<file path="config.mk">
export PLATFORM = sky130hd
export DESIGN_NAME = operand_fetch_stage
export DESIGN_NICKNAME = d
export VERILOG_FILES = /design/src/rtl/riscv_pkg.sv /design/src/rtl/operand_fetch_stage_imm_gen.sv /design/src/rtl/operand_fetch_stage.sv
export SDC_FILE = /design/constraint.sdc
export NUM_CORES = 1
export LEC_CHECK = 0
export BUFFER_PORTS_ARGS = -buffer_cell sky130_fd_sc_hd__buf_2
export CORE_MARGIN = 2
export CORE_UTILIZATION = 42
export CTS_CLUSTER_SIZE = 24
export DETAILED_ROUTE_END_ITERATION = 7
export GPL_TIMING_DRIVEN = 1
export PLACE_DENSITY = 0.86
export SLEW_MARGIN = 20
export SYNTH_ARGS = -nofsm -noshare
export SYNTH_HDL_FRONTEND = slang
export SYNTH_SLANG_ARGS = --single-unit
</file>
<file path="constraint.sdc">
create_clock -name Clk_Core -period 2.36 [get_ports Clk_Core]
set_input_delay 0.354 -clock Clk_Core [delete_from_list [all_inputs] [get_ports Clk_Core]]
set_output_delay 0.354 -clock Clk_Core [all_outputs]
set_load 0.02 [all_outputs]
</file>
<file path="src/rtl/riscv_pkg.sv">
// RV32I opcode constants, immediate format tags and register-use decode
// shared by the operand fetch stage and its immediate generator.
package riscv_pkg;

  localparam int XLEN   = 32;
  localparam int REG_AW = 5;

  localparam logic [6:0] OP       = 7'b0110011;
  localparam logic [6:0] OP_IMM   = 7'b0010011;
  localparam logic [6:0] LOAD     = 7'b0000011;
  localparam logic [6:0] STORE    = 7'b0100011;
  localparam logic [6:0] BRANCH   = 7'b1100011;
  localparam logic [6:0] JAL      = 7'b1101111;
  localparam logic [6:0] JALR     = 7'b1100111;
  localparam logic [6:0] LUI      = 7'b0110111;
  localparam logic [6:0] AUIPC    = 7'b0010111;
  localparam logic [6:0] SYSTEM   = 7'b1110011;
  localparam logic [6:0] MISC_MEM = 7'b0001111;

  typedef enum logic [2:0] {
    IMM_I,
    IMM_S,
    IMM_B,
    IMM_U,
    IMM_J,
    IMM_NONE
  } imm_type_e;

  typedef struct packed {
    logic      use_rs1;
    logic      use_rs2;
    logic      writes_rd;
    logic      is_load;
    imm_type_e imm_type;
  } inst_info_t;

  function automatic logic uses_rs1(input logic [6:0] opcode);
    return opcode inside {OP, STORE, BRANCH, OP_IMM, LOAD, JALR};
  endfunction

  function automatic logic uses_rs2(input logic [6:0] opcode);
    return opcode inside {OP, STORE, BRANCH};
  endfunction

  // Unknown opcodes fall through to "no sources, no rd write, no immediate".
  function automatic inst_info_t decode_inst(input logic [6:0] opcode);
    inst_info_t info;
    info.use_rs1   = uses_rs1(opcode);
    info.use_rs2   = uses_rs2(opcode);
    info.is_load   = (opcode == LOAD);
    info.writes_rd = opcode inside {OP, OP_IMM, LOAD, JALR, JAL, LUI, AUIPC, SYSTEM};
    case (opcode)
      OP_IMM, LOAD, JALR, SYSTEM: info.imm_type = IMM_I;
      STORE:                      info.imm_type = IMM_S;
      BRANCH:                     info.imm_type = IMM_B;
      LUI, AUIPC:                 info.imm_type = IMM_U;
      JAL:                        info.imm_type = IMM_J;
      default:                    info.imm_type = IMM_NONE;
    endcase
    return info;
  endfunction

endpackage

</file>
<file path="src/rtl/operand_fetch_stage_imm_gen.sv">
// Combinational RV32I immediate generator; only Inst[31:7] carries
// immediate bits, so the opcode field is not brought in.
module imm_gen
  import riscv_pkg::*;
(
  input  logic [XLEN-1:7] Inst,
  input  imm_type_e       Imm_Type,
  output logic [XLEN-1:0] Imm
);

  always_comb begin
    Imm = '0;
    case (Imm_Type)
      IMM_I:   Imm = {{20{Inst[31]}}, Inst[31:20]};
      IMM_S:   Imm = {{20{Inst[31]}}, Inst[31:25], Inst[11:7]};
      IMM_B:   Imm = {{19{Inst[31]}}, Inst[31], Inst[7], Inst[30:25], Inst[11:8], 1'b0};
      IMM_U:   Imm = {Inst[31:12], 12'b0};
      IMM_J:   Imm = {{11{Inst[31]}}, Inst[31], Inst[19:12], Inst[20], Inst[30:21], 1'b0};
      default: Imm = '0;
    endcase
  end

endmodule

</file>
<file path="src/rtl/operand_fetch_stage.sv">
// Decode/operand-fetch stage: reads register_file, bypasses writeback,
// builds the immediate, stalls on load-use and holds one result for execute.
module operand_fetch_stage #(
  parameter int XLEN   = 32,
  parameter int REG_AW = 5
) (
  input  logic              Clk_Core,
  input  logic              Rst_Core,
  input  logic              Flush,
  input  logic              Inst_Valid,
  output logic              Inst_Ready,
  input  logic [XLEN-1:0]   Inst,
  input  logic [XLEN-1:0]   Inst_Pc,
  output logic [REG_AW-1:0] Rf_Read_Addr_1,
  input  logic [XLEN-1:0]   Rf_Read_Data_1,
  output logic [REG_AW-1:0] Rf_Read_Addr_2,
  input  logic [XLEN-1:0]   Rf_Read_Data_2,
  input  logic              Wb_Wr_En,
  input  logic [REG_AW-1:0] Wb_Write_Addr,
  input  logic [XLEN-1:0]   Wb_Write_Data,
  input  logic              Ex_Valid,
  input  logic              Ex_Is_Load,
  input  logic [REG_AW-1:0] Ex_Rd,
  output logic              Out_Valid,
  input  logic              Out_Ready,
  output logic [XLEN-1:0]   Out_Pc,
  output logic [XLEN-1:0]   Out_Inst,
  output logic [XLEN-1:0]   Out_Rs1_Data,
  output logic [XLEN-1:0]   Out_Rs2_Data,
  output logic [XLEN-1:0]   Out_Imm,
  output logic [REG_AW-1:0] Out_Rd,
  output logic              Out_Rd_Wr,
  output logic              Out_Is_Load
);

  import riscv_pkg::*;

  inst_info_t        new_info;
  logic [REG_AW-1:0] rs1, rs2, rd;
  logic [REG_AW-1:0] held_rs1, held_rs2;
  logic [XLEN-1:0]   rs1_data, rs2_data, imm;
  logic              hit1, hit2, stall, fire;
  logic              refresh1, refresh2;

  assign rs1      = Inst[19:15];
  assign rs2      = Inst[24:20];
  assign rd       = Inst[11:7];
  assign held_rs1 = Out_Inst[19:15];
  assign held_rs2 = Out_Inst[24:20];
  assign new_info = decode_inst(Inst[6:0]);

  assign Rf_Read_Addr_1 = rs1;
  assign Rf_Read_Addr_2 = rs2;

  // register_file commits on the same edge we capture, so a same-cycle write must be forwarded.
  always_comb begin
    rs1_data = Rf_Read_Data_1;
    if (rs1 == '0)
      rs1_data = '0;
    else if (Wb_Wr_En && Wb_Write_Addr == rs1)
      rs1_data = Wb_Write_Data;
    rs2_data = Rf_Read_Data_2;
    if (rs2 == '0)
      rs2_data = '0;
    else if (Wb_Wr_En && Wb_Write_Addr == rs2)
      rs2_data = Wb_Write_Data;
  end

  // A load either in execute or still sitting in our output register cannot be forwarded yet.
  assign hit1 = new_info.use_rs1 && (rs1 != '0) &&
                ((Ex_Valid && Ex_Is_Load && Ex_Rd == rs1) ||
                 (Out_Valid && Out_Is_Load && Out_Rd == rs1));
  assign hit2 = new_info.use_rs2 && (rs2 != '0) &&
                ((Ex_Valid && Ex_Is_Load && Ex_Rd == rs2) ||
                 (Out_Valid && Out_Is_Load && Out_Rd == rs2));
  assign stall = Inst_Valid && (hit1 || hit2);

  assign Inst_Ready = !Rst_Core && !Flush && !stall && (!Out_Valid || Out_Ready);
  assign fire       = Inst_Valid && Inst_Ready;

  assign refresh1 = Out_Valid && !Out_Ready && Wb_Wr_En && (Wb_Write_Addr != '0) &&
                    uses_rs1(Out_Inst[6:0]) && (Wb_Write_Addr == held_rs1);
  assign refresh2 = Out_Valid && !Out_Ready && Wb_Wr_En && (Wb_Write_Addr != '0) &&
                    uses_rs2(Out_Inst[6:0]) && (Wb_Write_Addr == held_rs2);

  imm_gen u_imm_gen (
    .Inst     (Inst[XLEN-1:7]),
    .Imm_Type (new_info.imm_type),
    .Imm      (imm)
  );

  // Flush beats a new fire; a stalled result keeps tracking writebacks to its sources.
  always_ff @(posedge Clk_Core) begin
    if (Rst_Core) begin
      Out_Valid    <= 1'b0;
      Out_Pc       <= '0;
      Out_Inst     <= '0;
      Out_Rs1_Data <= '0;
      Out_Rs2_Data <= '0;
      Out_Imm      <= '0;
      Out_Rd       <= '0;
      Out_Rd_Wr    <= 1'b0;
      Out_Is_Load  <= 1'b0;
    end else if (Flush) begin
      Out_Valid <= 1'b0;
    end else if (fire) begin
      Out_Valid    <= 1'b1;
      Out_Pc       <= Inst_Pc;
      Out_Inst     <= Inst;
      Out_Rs1_Data <= rs1_data;
      Out_Rs2_Data <= rs2_data;
      Out_Imm      <= imm;
      Out_Rd       <= rd;
      Out_Rd_Wr    <= new_info.writes_rd && (rd != '0);
      Out_Is_Load  <= new_info.is_load;
    end else if (Out_Valid && Out_Ready) begin
      Out_Valid <= 1'b0;
    end else begin
      if (refresh1)
        Out_Rs1_Data <= Wb_Write_Data;
      if (refresh2)
        Out_Rs2_Data <= Wb_Write_Data;
    end
  end

endmodule

</file>
## Word level (Yosys, flattened, before mapping)

Index checks and enable logic that the tools add are counted.

- Bits in read-only memories: 0
- Register bits after elaboration: 168
- Output and inout bits: 179
- Memories: 0
- Bits in writable memories: 0
- Latch bits: 0

- $add $sub $neg: 0
- Order comparisons: 0
- Shift operators: 0
- Divide/modulo/power cells: 0
- $mul: 0
- Muxes and demuxes: 14
- Bitwise gates (word level): 1
- Reduce and logical (&&, ||, !) cells: 56
- Equal/unequal tests: 29

Operator list:

| operator | number |
|---|---|
| $mux 32 | 10 |
| $pmux 32 s5 | 1 |
| $eq 7x7->1 const B | 6 |
| $eq 5x5->1 | 8 |
| $eq 7x6->1 const B | 5 |
| $logic_and 1x1->1 | 26 |
| $eq 7x5->1 const B | 3 |
| $reduce_bool 5->1 | 4 |
| $pmux 3 s5 | 1 |
| $eq 7x2->1 const B | 2 |
| $reduce_bool 6->1 | 2 |
| $logic_not 5->1 | 2 |
| $reduce_bool 8->1 | 1 |
| $eq 3x2->1 const B | 2 |
| $reduce_and 3->1 | 2 |
| $reduce_bool 2->1 | 3 |
| $reduce_bool 3->1 | 2 |
| $logic_not 1->1 | 5 |
| $logic_or 1x1->1 | 4 |
| $reduce_or 2->1 | 2 |
| $reduce_or 4->1 | 1 |
| $eq 3x1->1 const B | 1 |
| $eq 3x3->1 const B | 1 |
| $logic_not 3->1 | 1 |
| other kinds (4) | 5 |

## Longest topological paths before layout

- Depth in word-level cells: 12
- Mapped depth: 11

## Cells and area by module

Synthesis repeated with hierarchy kept, for this count alone.

- Cells, all modules: 1,041
- Area total of the unflattened synthesis: 7,882.6 um2

By module, submodules not included:

| module | area an instance (um2) | instances | cells an instance |
|---|---|---|---|
| operand_fetch_stage | 7,342.0 | 1 | 947 |
| imm_gen | 540.5 | 1 | 94 |

## Worst setup path after synthesis

No wires, ideal clock.

- Kind: input to output
- From: in Inst[17]
- To: out Inst_Ready
- Path buffers: 3
- Cell stages on the path: 9
- Data arrival time: 2.254 ns
- Slack: -0.248 ns
- Cells stage by stage: clkbuf_1 > or4_1 > nor2_2 > nor4_2 > a22oi_1 > buf_2 > buf_2 > inv_1 > a21oi_1

- Word-level cells in the longest chain between the ends: 9

Ends and longest elaborated chain:

| item | line | source |
|---|---|---|
| from (decl) | operand_fetch_stage.sv:12 | `input logic [XLEN-1:0] Inst,` |
| $eq 5x5->1, on equally long branches | operand_fetch_stage.sv:71, operand_fetch_stage.sv:72 |  |
| $logic_and 1x1->1, on equally long branches | operand_fetch_stage.sv:71, operand_fetch_stage.sv:72 |  |
| $logic_or 1x1->1 | operand_fetch_stage.sv:71 | `((Ex_Valid && Ex_Is_Load && Ex_Rd == rs1) \|\|` |
| $logic_and 1x1->1 (*) | operand_fetch_stage.sv:70 | `assign hit1 = new_info.use_rs1 && (rs1 != '0) &&` |
| $logic_or 1x1->1 (*) | operand_fetch_stage.sv:76 | `assign stall = Inst_Valid && (hit1 \|\| hit2);` |
| $logic_and 1x1->1 (*) | operand_fetch_stage.sv:76 |  |
| $logic_not 1->1 (*) | operand_fetch_stage.sv:78 | `assign Inst_Ready = !Rst_Core && !Flush && !stall && (!Out_Valid \|\| Out_Ready);` |
| $logic_and 1x1->1 (*) (2 in a row) | operand_fetch_stage.sv:78 |  |
| to (decl) | operand_fetch_stage.sv:11 | `output logic Inst_Ready,` |

Mark *: on every way between the ends. The rest lies on a longest branch, timed or not.

## Worst setup path after layout

- From: in Inst[21]
- To: out Inst_Ready

- Word-level cells in the longest chain between the ends: 9

Ends and longest elaborated chain:

| item | line | source |
|---|---|---|
| $eq 5x5->1, on equally long branches | operand_fetch_stage.sv:74, operand_fetch_stage.sv:75 |  |
| $logic_and 1x1->1, on equally long branches | operand_fetch_stage.sv:74, operand_fetch_stage.sv:75 |  |
| $logic_or 1x1->1 | operand_fetch_stage.sv:74 | `((Ex_Valid && Ex_Is_Load && Ex_Rd == rs2) \|\|` |
| $logic_and 1x1->1 (*) | operand_fetch_stage.sv:73 | `assign hit2 = new_info.use_rs2 && (rs2 != '0) &&` |
| $logic_or 1x1->1 (*) | operand_fetch_stage.sv:76 |  |
| $logic_and 1x1->1 (*) | operand_fetch_stage.sv:76 |  |
| $logic_not 1->1 (*) | operand_fetch_stage.sv:78 |  |
| $logic_and 1x1->1 (*) (2 in a row) | operand_fetch_stage.sv:78 |  |

Marked as above.

==> metrics.yaml <==
status: "completed"
ios: 357
syn-cell-area_um2: 7540
rows: 49
final_cell_area_um2: 10500
core-area_um2: 17800
p_total_w: 0.00677
initial_core_util: 0.424
path_common_cell: "buf_2"
antenna_left: 0
layout.nets: 1445
cts.sinks: 163
max_freq_mhz: 446
synth_top_area_share: 0.433
hold_viol: 0
seq_area_um2: 3270
routed_wl_um: 28200
synth_area_leaders: "dfxtp_1 (43%), a311oi_1 (7.4%), nand2_1 (7.4%)"
min_period_ns: 2.24
gp_congestion: 0.922
die_w_um: 138
yosysSeqAreaShare: 0.433
worst_pin_slew_ns: 0.675
die_area_um2: 19100
post-place-ws_ns: -0.170
crit_type: "in2out"
finClkSkew_ns: 0.0113
path_cells: "buf_2, or4_1, nor2_1, nor3_2, a22oi_2, inv_2, a21oi_4, buf_2"
grt_max_degree: 143
syn2layout_area_growth_pct: 39.4
syn_area_per_cell_um2: 8.02
antenna_found_initial: 2
synthArstFlopShare: 0
grt-ovfl-total: 0
cts_buffer_depth: 2
multi_input_area_um2: 3810
path_max_fanout: 3
synth_cell_types: 47
cp-start-kind: "primary input"
clkTransAtPathRegs_ns: 0.07
dp_hpwl_um: 20300
cp_top_family: "simple AND/OR/NAND/NOR gates"
placed_cell_area_um2: 9880
synth_warnings: 0
slowest_delay_ns: 0.55
tritoncts: "yes"
ir_drop_mv: 0.435
final_util: 0.592
grt_pass1_vias: 8334
synthCells: 941
reg2reg_slack_ns: 0.23
finalMaxSlewViolations: 0
crit_slowest_cell: "or4_1"
clock_insertion_delay_worst_skew_ns: 0.42
end_kind: "primary output"
grt_setup_unrepaired: "no"
relSlewSlack: 0.550
fin_crit_sh: 0.950
timing.max_cap.violations: 0
ys.flop_type: "dfxtp_1"
dr.pass1.iters: 6
viasPerCell: 5.75
drive_gt1_frac: 0.379
post-route-drc-count: 0
port_buffers: 356
setup_violations: 0
syn_nets: 1119
required_ns: 2.01
routedWlPerCell_um: 18.7
synth_area_leader_cell: "dfxtp_1"
arrival_ns: 1.89
grt_pass1_wl_um: 43800
synth_common_cells: "dfxtp_1 (163), nand2_1 (148), a21oi_1 (97)"
pwr_density_cell_nw_per_um2: 643
cts-root-buf: "clkbuf_16"
hp-class: "in2reg"
synth_edf_count: 0
die_h_um: 138
layout_setup_ws_ns: 0.119
cts_hold_buf: 0
htree_levels: 4
synth-seq-cells: 163
worst-path-buf-inv: 3
num_vias: 8691
fillers: 1559
dr.first_iter.drc_count: 822
leakagePower_nw: 4.47
cts_buffers: 17
yosysMostFrequentCell: "dfxtp_1"
grt_use_total: 0.282
-- worst register-to-register path: stages, from the launching register on --
cell and delay [ns]:
dfxtp_1 0.35, nand2b_1 0.12, a2111oi_0 0.39, buf_4 0.18, o211ai_1 0.09, buf_4 0.17, nor2_2 0.14, buf_12 0.22
nor3_1 0.07, a311oi_1 0.29
-- cell usage in the layout, fill, tap and decap left out, types with 2 or more instances in the layout --
cell and instances:
or4_1 2, clkinv_8 2, buf_2 355, o21ai_0 68
nor4_1 5, buf_4 53, nand2_1 148, buf_12 18
xnor2_1 24, a21oi_1 96, inv_6 4, nor2_1 16
and3_1 3, inv_8 5, o2bb2ai_1 21, inv_1 2
o21ai_2 2, nor2_2 2, diode_2 2, dfxtp_1 158
dfxtp_2 5, clkinv_4 2, a311oi_1 64, a221oi_1 4
o21a_1 3, clkbuf_16 17, nor3_2 3, nand4_1 5
nor2b_2 2, nor3_1 69, nand4b_1 7, xor2_1 16
nand3_1 71, nand2b_1 3
-- per-stage QoR --
step | cells | setup TNS (ns) | hold slack [ns]
2_1_floorplan | 941 | -0.00652 | 0.477
3_3_place_gp | 1476 | -0.438 | 0.435
3_5_place_dp | 1476 | -7.34 | 0.441
4_1_cts | 1508 | 0 | 0.147
5_1_grt | 1511 | 0 | 0.143
6_report | 1511 | 0 | 0.170
-- layout make-up --
type	instances	share of cell area
Multi-Input combinational cell	656	0.362
Antenna cell	2	0.000476
Clock inverter	15	0.0170
Inverter	3	0.00107
Timing Repair Buffer	426	0.241
Sequential cell	163	0.311
Tap cell	229	0.0272
Clock buffer	17	0.0404
-- final timing paths --
kind                from          endpoint  depth (start not counted)
max             Inst[21]        Inst_Ready                          8
min          Inst_Pc[19]        Out_Pc[19]                          3
max reg2reg    Out_Valid  Out_Rs1_Data[24]                          9
min reg2reg   Out_Imm[6]        Out_Imm[6]                          2
-- layer usage --
| metal | vias up | track usage | routed length [µm] |
|---|---|---|---|
| met2 | 558 | 0.489 | 13900 |
| li1 | 4028 | - | - |
| met5 | - | 0 | 0 |
| met3 | 87 | 0.0658 | 2690 |
| met4 | 0 | 0.136 | 1060 |
| met1 | 4018 | 0.330 | 10600 |
-- flip-flops by register name (all words and copies together), names as in the netlist --
name          count
Out_Imm          32
Out_Inst         32
Out_Pc           32
Out_Rs1_Data     32
Out_Rs2_Data     32
Out_Is_Load       1
Out_Rd_Wr         1
Out_Valid         1
-- power breakdown --
group / switching, W / total, W / leakage (nW) / internal (W)
Combinational: 0.000609 / 0.00102 / 2.84 / 0.000414
Clock: 0.00131 / 0.00283 / 0.294 / 0.00153
Sequential: 0.0000622 / 0.00291 / 1.33 / 0.00285
Total: 0.00198 / 0.00677 / 4.47 / 0.00479
-- repair_timing --
item                                    4_1_cts  5_1_grt
pin swaps                                     0        1
gates resized for setup                       3        5
buffers inserted                              0        1
endpoints found under the setup margin        1        1
-- cells by family (layout without fill, tap and decap cells) --
family	Yosys count	after routing	synth area share
other	0	2	0
flip-flops	163	163	0.433
AO/OA/AOI/OAI	270	270	0.231
XOR/XNOR	40	40	0.0464
AND/OR/NAND/NOR	345	345	0.213
multiplexers	1	1	0.00149
buffers and inverters	122	461	0.0758
(Power assumes the default switching activity.)
